$ cat src/rtl/seq_signed_divider.sv
// rtl/seq_signed_divider.sv - multi-cycle signed restoring divider with start/done handshake
module seq_signed_divider #(
  parameter int WIDTH = 4
) (
  input  logic             clk,
  input  logic             rst,
  input  logic             start,
  input  logic [WIDTH-1:0] N_IN,
  input  logic [WIDTH-1:0] D_IN,
  output logic             busy,
  output logic             done,
  output logic [WIDTH-1:0] Q_OUT,
  output logic [WIDTH-1:0] R_OUT,
  output logic             dbz,
  output logic             ovf
);

  localparam int CW = $clog2(WIDTH + 1);

  typedef enum logic [1:0] {IDLE, RUN, FIX} state_t;

  state_t state_q, state_d;

  // |D| keeps an extra bit so the shifted partial remainder compares cleanly.
  // |N| fits WIDTH bits unsigned: the most-negative value maps to 2^(WIDTH-1).
  logic [WIDTH:0]   dmag_q, dmag_d;
  logic [WIDTH-1:0] rem_q, rem_d;
  logic [WIDTH-1:0] quo_q, quo_d;
  logic [CW-1:0]    cnt_q, cnt_d;
  logic             sign_n_q, sign_n_d;
  logic             sign_q_q, sign_q_d;
  logic             dz_q, dz_d;
  logic             ov_q, ov_d;

  logic [WIDTH-1:0] q_out_q, q_out_d;
  logic [WIDTH-1:0] r_out_q, r_out_d;
  logic             dbz_q, dbz_d;
  logic             ovf_q, ovf_d;
  logic             done_q, done_d;

  logic [WIDTH:0]   rem_sh;
  logic [WIDTH-1:0] nmag;
  logic [WIDTH-1:0] dabs;

  // Next-state, restoring step and sign correction.
  always_comb begin
    state_d  = state_q;
    dmag_d   = dmag_q;
    rem_d    = rem_q;
    quo_d    = quo_q;
    cnt_d    = cnt_q;
    sign_n_d = sign_n_q;
    sign_q_d = sign_q_q;
    dz_d     = dz_q;
    ov_d     = ov_q;
    q_out_d  = q_out_q;
    r_out_d  = r_out_q;
    dbz_d    = dbz_q;
    ovf_d    = ovf_q;
    done_d   = 1'b0;

    nmag   = N_IN[WIDTH-1] ? -N_IN : N_IN;
    dabs   = D_IN[WIDTH-1] ? -D_IN : D_IN;
    rem_sh = {rem_q, quo_q[WIDTH-1]};

    unique case (state_q)
      IDLE: begin
        if (start) begin
          state_d  = RUN;
          sign_n_d = N_IN[WIDTH-1];
          sign_q_d = N_IN[WIDTH-1] ^ D_IN[WIDTH-1];
          dmag_d   = {1'b0, dabs};
          quo_d    = nmag;
          rem_d    = '0;
          cnt_d    = CW'(WIDTH);
          dz_d     = (D_IN == '0);
          ov_d     = (N_IN == {1'b1, {(WIDTH-1){1'b0}}}) && (D_IN == '1);
        end
      end
      RUN: begin
        // With a zero divisor every step subtracts nothing, so rem ends as |N|
        // and the quotient register fills with ones.
        if (rem_sh >= dmag_q) begin
          rem_d = WIDTH'(rem_sh - dmag_q);
          quo_d = {quo_q[WIDTH-2:0], 1'b1};
        end else begin
          rem_d = rem_sh[WIDTH-1:0];
          quo_d = {quo_q[WIDTH-2:0], 1'b0};
        end
        cnt_d = cnt_q - 1'b1;
        if (cnt_q == CW'(1)) begin
          state_d = FIX;
        end
      end
      FIX: begin
        q_out_d = dz_q ? '1 : (sign_q_q ? -quo_q : quo_q);
        r_out_d = sign_n_q ? -rem_q : rem_q;
        dbz_d   = dz_q;
        ovf_d   = ov_q;
        done_d  = 1'b1;
        state_d = IDLE;
      end
      default: state_d = IDLE;
    endcase
  end

  // State and datapath registers; reset wins over any request.
  always_ff @(posedge clk) begin
    if (rst) begin
      state_q  <= IDLE;
      dmag_q   <= '0;
      rem_q    <= '0;
      quo_q    <= '0;
      cnt_q    <= '0;
      sign_n_q <= 1'b0;
      sign_q_q <= 1'b0;
      dz_q     <= 1'b0;
      ov_q     <= 1'b0;
      q_out_q  <= '0;
      r_out_q  <= '0;
      dbz_q    <= 1'b0;
      ovf_q    <= 1'b0;
      done_q   <= 1'b0;
    end else begin
      state_q  <= state_d;
      dmag_q   <= dmag_d;
      rem_q    <= rem_d;
      quo_q    <= quo_d;
      cnt_q    <= cnt_d;
      sign_n_q <= sign_n_d;
      sign_q_q <= sign_q_d;
      dz_q     <= dz_d;
      ov_q     <= ov_d;
      q_out_q  <= q_out_d;
      r_out_q  <= r_out_d;
      dbz_q    <= dbz_d;
      ovf_q    <= ovf_d;
      done_q   <= done_d;
    end
  end

  assign busy  = (state_q != IDLE);
  assign done  = done_q;
  assign Q_OUT = q_out_q;
  assign R_OUT = r_out_q;
  assign dbz   = dbz_q;
  assign ovf   = ovf_q;

endmodule

$ cat config.mk
export PLATFORM = sky130hd
export DESIGN_NAME = seq_signed_divider
export DESIGN_NICKNAME = d
export VERILOG_FILES = /design/src/rtl/seq_signed_divider.sv
export SDC_FILE = /design/constraint.sdc
export NUM_CORES = 1
export LEC_CHECK = 0
export CAP_MARGIN = 25
export CORE_MARGIN = 2
export CORE_UTILIZATION = 58
export CTS_CLUSTER_DIAMETER = 80
export DETAILED_ROUTE_END_ITERATION = 10
export GPL_TIMING_DRIVEN = 0
export PLACE_DENSITY = 0.84
export SETUP_SLACK_MARGIN = 0.2
export SLEW_MARGIN = 20
export SYNTH_ARGS = -nofsm -noshare
export SYNTH_HDL_FRONTEND = slang
export SYNTH_SLANG_ARGS = --single-unit
$ cat constraint.sdc
create_clock -name clk -period 4.6 [get_ports clk]
set_clock_uncertainty 0.15 [all_clocks]
set_input_delay 1.15 -clock clk [delete_from_list [all_inputs] [get_ports clk]]
set_output_delay 1.15 -clock clk [all_outputs]
set_load 0.03 [all_outputs]
==> After elaboration in Yosys (flattened, before gate mapping) <==
Index checks and enable logic that the tools add are counted.
{ "word_totals": {"in_bits": 11, "ff_bits": 32, "output_inout_bits": 12} }
{ "classes": {"bitwise": 1, "eq_ne": 7, "n_mux": 17, "add_sub_neg": 6, "n_reduce_logical": 8, "magnitude_cmp": 1} }
{ "op_table": {"columns": ["operator", "count"], "rows": [
  ["2-to-1 mux 4 bit", 8],
  ["negation 4 bit", 4],
  ["case mux 4 bit (2 select lines)", 2],
  ["equality test 4 bit, second input constant", 2],
  ["case mux 3 bit (2 select lines)", 1],
  ["AND reduction 2 bit", 3],
  [">= comparator 5 x 4 -> 1 bit", 1],
  ["zero test 4 bit", 1],
  ["2-to-1 mux 2 bit", 2],
  ["inequality test 2 bit, second input constant", 2],
  ["case mux 2 bit (2 select lines)", 1],
  ["nonzero test 2 bit", 2],
  ["subtractor 4 bit", 1],
  ["equality test 3 x 1 -> 1 bit, second input constant", 1],
  ["2-to-1 mux 3 bit", 1],
  ["subtractor 3 x 1 -> 3 bit, second input constant", 1],
  ["equality test 2 x 1 -> 1 bit, second input constant", 1],
  ["equality test 2 bit, second input constant", 1],
  ["zero test 2 bit", 1],
  ["2-to-1 mux 1 bit", 2],
  ["logical AND 1 bit", 1],
  ["bitwise XOR 1 bit", 1]
]} }

==> Logic depth before layout (Yosys ltp) <==
Gate-level depths: netlist (run 1).
{ "depth": {"word_depth": 4, "depth_mapped": 7, "depth_no_buf": 7} }

==> Worst setup path before layout (run 1) <==
OpenSTA, ideal clock, no wires.
{ "synth_timing": {"path_kind": "input-to-reg", "from": "input N_IN[0]", "to": "register quo_q[2]", "arrival_ns": 1.956, "path_buffers": 0, "path_stages": 6, "t_required_ns": 4.322, "setup_slack_ns": 2.366, "path_cell_list": "inv_1 ha_1 nand2b_1 xnor2_1 a222oi_1 nor2_1"} }
{ "synth_between": {"elab_chain_len": 4} }
{ "synth_lines": {"columns": ["element", "line", "text"], "rows": [
  ["start: declaration", "8", "input logic [WIDTH-1:0] N_IN,"],
  ["negation 4 bit", "62", "nmag = N_IN[WIDTH-1] ? -N_IN : N_IN;"],
  ["2-to-1 mux 4 bit", "62", null],
  ["2-to-1 mux 4 bit", "68", "if (start) begin"],
  ["case mux 4 bit (2 select lines)", "66", "unique case (state_q)"],
  ["end signal: assignment", "128", "quo_q <= quo_d;"],
  ["end: declaration", "28", "logic [WIDTH-1:0] quo_q, quo_d;"]
]} }
Every way passes these cells. The select of a mux whose other input is x is not followed.
A chain may end at the register's enable or synchronous reset.

==> Worst setup path in the final report (run 1) <==
{ "layout_timing": {"from": "register state_q[0]", "to": "output busy"} }
{ "layout_between": {"elab_chain_len": 1} }
{ "layout_lines": {"columns": ["element", "line", "text"], "rows": [
  ["start: declaration", "22", "state_t state_q, state_d;"],
  ["start signal: assignment", "125", "state_q <= state_d;"],
  ["nonzero test 2 bit", "142", "assign busy = (state_q != IDLE);"],
  ["end: declaration", "10", "output logic busy,"]
]} }
Every way passes these cells.

==> results.yml, run 1 <==
timing:
  period_share_pct: 63.6
  tightest_slew_ns: 0.627
  slew_headroom_pct: 58.1
  layout_min_cycle_time_ns: 2.92
  fin_ws_ns: 1.68
  rsz0062_at_grt: "no"
  setup_tns_ns: 0
  timing.fmax_mhz: 342
  setup_viol: 0
  slew_violations: 0
  hold_viol_final: 0
detailed_routing:
  vias: 1523
  dr.pass1.iters: 4
  drt-total-wl_mm: 3.60
  drt_iter0_drc: 48
  wl_per_cell_um: 14.0
  avgViaCountPerCell: 5.93
  ant_nets: 0
  drc: 0
power_and_ir_drop:
  p_clk_share_pct: 27.2
  seq_power_share_pct: 48.0
  p_int_w: 0.000455
  power.total_w: 0.000644
  switching_share_pct: 29.4
  comb_power_share_pct: 24.8
  p_leak_nw: 0.769
  power.net_switching_w: 0.000189
  ir_worst_vdd_mv: 0.276
  powerDensity_mw_per_mm2: 324
placement:
  pre_cts_slack_ns: 1.71
  port_buffers: 22
  placed_cells: 250
  gp_congestion: 0.885
  dp_hpwl_mm: 2.84
grt:
  grt_overflow: 0
  track_usage_pct: 24.2
  antenna_found_initial: 0
  grt_max_degree: 11
  grt_pass1_wl_mm: 6.21
  grt_pass1_vias: 1393
run_status:
  outcome: "finished, final reports clean"
final_layout:
  antennaDiodeCount: 0
  nNetsFinal: 249
  drive_above_1_share_pct: 7.08
  final_common_cell: "dfxtp_1"
  final_util_pct: 72.8
  fin_cells: 257
  layout_common_cells: "dfxtp_1, nor2_1, clkdlybuf4s50_1, nand2_1, inv_1"
  syn_to_final_growth_pct: 19.5
synthesis:
  synthDistinctLibCells: 41
  syn_nets: 220
  syn-cell-area_mm2: 0.00167
  synth_ff_type: "dfxtp_1"
  synth_cells: 197
  synth_edf_count: 0
  ys_seq_area_share_pct: 38.5
  syn_area_per_cell_um2: 8.45
  synth_async_sr_flop_share_pct: 0
  yosysWarnings: 0
  synth-seq-cells: 32
worst_setup_path:
  cp-end-kind: "output port"
  worstSetupStartpointType: "register"
  crit_buf_inv: 3
  critPathTopFamily: "buffers and inverters"
  required_ns: 3.30
  cpMaxStageDelayCell: "clkdlybuf4s50_1"
  cp_slowest_stage_delay_ns: 0.65
  crit_type: "reg -> out"
  arrival_ns: 1.62
  crit_chain: "buf_2 -> nor2_1 -> inv_1 -> clkdlybuf4s50_1"
  path_max_fanout: 9
clock_network:
  cts_buffers: 5
  clock_latency_ns: 0.32
  cts_setup_buffers: 0
  path_clk_slew_ns: 0.09
  cts.sinks: 32
  post_cts_resized: 0
  cts.htree.levels: 2
  cts_buffer_depth: 2
  cts_tree: "built"
  root_buffer: "clkbuf_4"
  cts_hold_buf: 0
die:
  die_y_um: 57.6
  fp.dieW_um: 57.6
  rows: 19
  dieArea_mm2: 0.00332
  coreArea_mm2: 0.00273
  io_pins: 23
  start_util_pct: 60.9
flow_run:
  maxCapViolCount: 0
worst_hold_path:
  min_path_type: "reg -> reg"
cell type report:
type	count	area, um2
multi-input combinational	140	928
fill	233	744
sequential	32	641
timing repair buffer	22	220
inverter	18	67.6
clock buffer	7	65.1
tap	31	38.8
buffer	7	28.8
layer usage:
metal / vias up / share of wire (%) / wire, um / global-route usage [%]
li1: 748 / - / - / -
met1: 727 / 43 / 1560 / 30.2
met2: 42 / 50 / 1790 / 41.2
met3: 6 / 6.1 / 219 / 4.08
met4: 0 / 1.0 / 36 / 9.97
met5: - / 0 / 0 / 0
stage by stage:
step | hold slack (ns) | cell area [um2]
after floorplan | 0.282 | 1670
after global placement | 0.292 | 1920
after detailed placement | 0.299 | 1920
after CTS | 0.312 | 1990
after global routing | 0.327 | 1990
final | 0.307 | 1990
sequential cells by signal (all words and copies together) (netlist names):
| register | flops |
|---|---|
| sign_q_q | 1 |
| done | 1 |
| ov_q | 1 |
| R_OUT | 4 |
| ovf | 1 |
| dmag_q | 4 |
| Q_OUT | 4 |
| dz_q | 1 |
| state_q | 2 |
| cnt_q | 3 |
| sign_n_q | 1 |
| quo_q | 4 |
| rem_q | 4 |
| dbz | 1 |
cells in the mapped netlist, types with 2 or more instances:
cell type,count,area (um2)
nand3_1,6,30.0
xnor2_1,6,52.6
a32o_1,3,30.0
clkbuf_1,5,18.8
o31ai_1,2,15.0
a222oi_1,2,20.0
inv_1,18,67.6
buf_2,2,10.0
a211oi_1,6,45.0
nand2_1,19,71.3
dfxtp_1,32,641
o21ai_0,3,15.0
a221oi_1,2,17.5
ha_1,11,138
mux2i_1,3,30.0
nor2_1,22,82.6
or2_2,2,12.5
a21o_2,3,26.3
nor2b_1,3,18.8
a2111o_1,2,22.5
nor3_1,8,40.0
nand2b_1,6,37.5
a21oi_1,13,65.1
power by group through the flow:
stage | registers [W] | clock network [W] | logic (W)
floorplan | 0.000312 | 0 | 0.000115
global placement | 0.000314 | 0 | 0.000148
detailed placement | 0.000315 | 0 | 0.000158
CTS | 0.000308 | 0.000178 | 0.000159
global route | 0.000312 | 0.000188 | 0.000177
finish | 0.000309 | 0.000175 | 0.000160
tightest hold or removal path, cell delays in order (launching register included):
cell,delay [ns]
dfxtp_1,0.32
nand2_1,0.05
a21oi_1,0.05
final timing paths:
kind | from | endpoint | slack [ns] | cells past startpoint
max | state_q[0] | busy | 1.68 | 4
min | dbz | dbz | 0.31 | 2
max reg2reg | quo_q[3] | rem_q[0] | 2.39 | 6
min reg2reg | dbz | dbz | 0.31 | 2
kinds of logic (layout without fill, tap and decap cells):
kind of cell	count (synthesis)	count (layout)	synth area share (%)
compound gates	44	44	19.5
simple gates	74	74	21.3
fa+ha+maj	12	12	9.47
xor+xnor	7	7	3.68
flops	32	32	38.5
mux	3	3	1.80
buf+inv	25	54	5.78
(Power assumes the default switching activity.)
==> run 2, diff against run 1 <==
CORE_UTILIZATION = 48   (was 58)
PLACE_DENSITY = 0.74   (was 0.84)
clock period = 2.41 ns   (was 4.6 ns; I/O delays follow)
==> results.yml, run 2 (synthesis gave the netlist of run 1 again) <==
run_status:
  outcome: "finished, final reports clean"
final_layout:
  syn_to_final_growth_pct: 21.8
  antennaDiodeCount: 0
  multi_input_area_um2: 931
  drive_above_1_share_pct: 7.89
  seqCellArea_um2: 641
  n_fill_cell: 322
  final_common_cell: "dfxtp_1"
  nNetsFinal: 250
  layout_common_cells: "dfxtp_1, nor2_1, clkdlybuf4s50_1, nand2_1, inv_1"
clock_network:
  cts.htree.levels: 2
  root_buffer: "clkbuf_4"
  cts_tree: "built"
  clock_latency_ns: 0.35
  cts.sinks: 32
  cts_buffer_depth: 2
  path_clk_slew_ns: 0.11
  cts_buffers: 5
worst_setup_path:
  arrival_ns: 1.37
  cpMaxStageDelayCell: "clkdlybuf4s50_1"
  path_max_fanout: 2
  r2r_slack_ns: 0.30
  r2r_start: "quo_q[3]"
  crit_cells: 1
  r2r-end: "rem_q[0]"
  cp_slowest_stage_delay_ns: 0.67
  critPathTopFamily: "buffers and inverters"
  worstSetupStartpointType: "register"
  crit_type: "reg -> out"
  worst-r2r-cell-count: 6
  required_ns: 1.66
  crit_chain: "clkdlybuf4s50_1"
  crit_buf_inv: 1
  cp-end-kind: "output port"
timing:
  slew_violations: 0
  fin_ws_ns: 0.287
  tightest_slew_ns: 0.632
  rsz0062_at_grt: "no"
  setup_tns_ns: 0
  timing.fmax_mhz: 471
  slew_headroom_pct: 57.8
  period_share_pct: 88.1
  hold_viol_final: 0
  setup_viol: 0
  layout_min_cycle_time_ns: 2.12
die:
  fp.dieW_um: 62.9
  coreArea_mm2: 0.00334
  die_y_um: 62.9
  rows: 21
  start_util_pct: 49.9
  dieArea_mm2: 0.00396
  io_pins: 23
worst_hold_path:
  min_path_type: "reg -> reg"
  hold-path-cell-count: 2
  worstHoldStart: "dmag_q[3]"
  min_to: "dmag_q[3]"
grt:
  track_usage_pct: 20.3
  grt_overflow: 0
  grt_max_degree: 11
  grt_pass1_wl_mm: 6.27
  grt_pass1_vias: 1419
  antenna_found_initial: 0
detailed_routing:
  ant_nets: 0
  wl_per_cell_um: 12.7
  drt_iter0_drc: 67
  vias: 1454
  dr.pass1.iters: 4
  drt-total-wl_mm: 3.48
  avgViaCountPerCell: 5.31
  drc: 0
power_and_ir_drop:
  switching_share_pct: 29.2
  p_leak_nw: 0.782
  p_clk_share_pct: 31.4
  p_int_w: 0.000925
  ir_worst_vdd_mv: 0.354
  comb_power_share_pct: 23.6
  seq_power_share_pct: 45.0
  power.net_switching_w: 0.000382
  powerDensity_mw_per_mm2: 644
placement:
  dp_hpwl_mm: 2.67
  pre_cts_slack_ns: 0.0677
  gp_congestion: 0.851
  port_buffers: 22
flow_run:
  maxCapViolCount: 0
[run 2: cell count changes in the layout (fill, tap and decap cells not counted)]
cell / delta
clkinv_2: +1
buf_4: +1
clkbuf_1: +1
clkbuf_8: -2
clkdlybuf4s50_1: -1
nor2_1: -1
bufinv_16: +1
nor2_2: +1
dlygate4sd2_1: +1
[run 2: area by class of cell]
type | count | share of cell area, %
Tap cell | 46 | 2.84
Timing Repair Buffer | 23 | 11.2
Sequential cell | 32 | 31.6
Inverter | 18 | 3.33
Multi-Input combinational cell | 140 | 45.9
Clock buffer | 6 | 2.04
Buffer | 7 | 1.42
Clock inverter | 2 | 1.73
[run 2: stage by stage]
stage	instances	hold WS, ns	utilization (%)	instance area [um2]	power [W]
2_1_floorplan	197	0.282	-	1670	0.000816
3_3_place_gp	265	0.291	58.2	1940	0.000892
3_5_place_dp	265	0.298	58.2	1940	0.000898
4_1_cts	273	0.311	60.5	2020	0.00130
5_1_grt	274	0.339	60.8	2030	0.00138
6_report	274	0.306	60.8	2030	0.00131
[run 2: power groups by stage]
stage | clock network (W) | registers (W) | logic [W]
finish | 0.000410 | 0.000588 | 0.000309
global route | 0.000443 | 0.000594 | 0.000349
CTS | 0.000412 | 0.000587 | 0.000301
detailed placement | 0 | 0.000600 | 0.000299
global placement | 0 | 0.000599 | 0.000292
floorplan | 0 | 0.000596 | 0.000220
[run 2: layer usage]
layer / GRT usage [%] / routed length (um) / vias to the layer above
met3: 4.14 / 161 / 8
met5: 0 / 0 / -
li1: - / - / 750
met2: 32.6 / 1600 / 33
met4: 13.1 / 77 / 0
met1: 24.6 / 1640 / 663
[run 2: timing repair]
item | CTS | global route
resized for setup | 1 | 1
setup endpoints to repair | 1 | 4
gates cloned | 0 | 0
setup buffers | 0 | 1
pin swaps | 0 | 1
hold buffers | 0 | 0
[run 2: worst max-delay path by stage]
stage / start / endpoint / slack (ns)
final: ovf / ovf / 0.29
after global routing: state_q[0] / busy / 0.20
after detailed placement: start / rem_q[1] / 0.07
after CTS: quo_q[3] / rem_q[0] / 0.26
after global placement: start / rem_q[0] / 0.07
after floorplan: quo_q[3] / rem_q[0] / 0.40
[run 2: worst min-delay path: stages (launching register included)]
cell and delay (ns):
dfxtp_1 0.32, nand2_1 0.05, a21oi_1 0.05
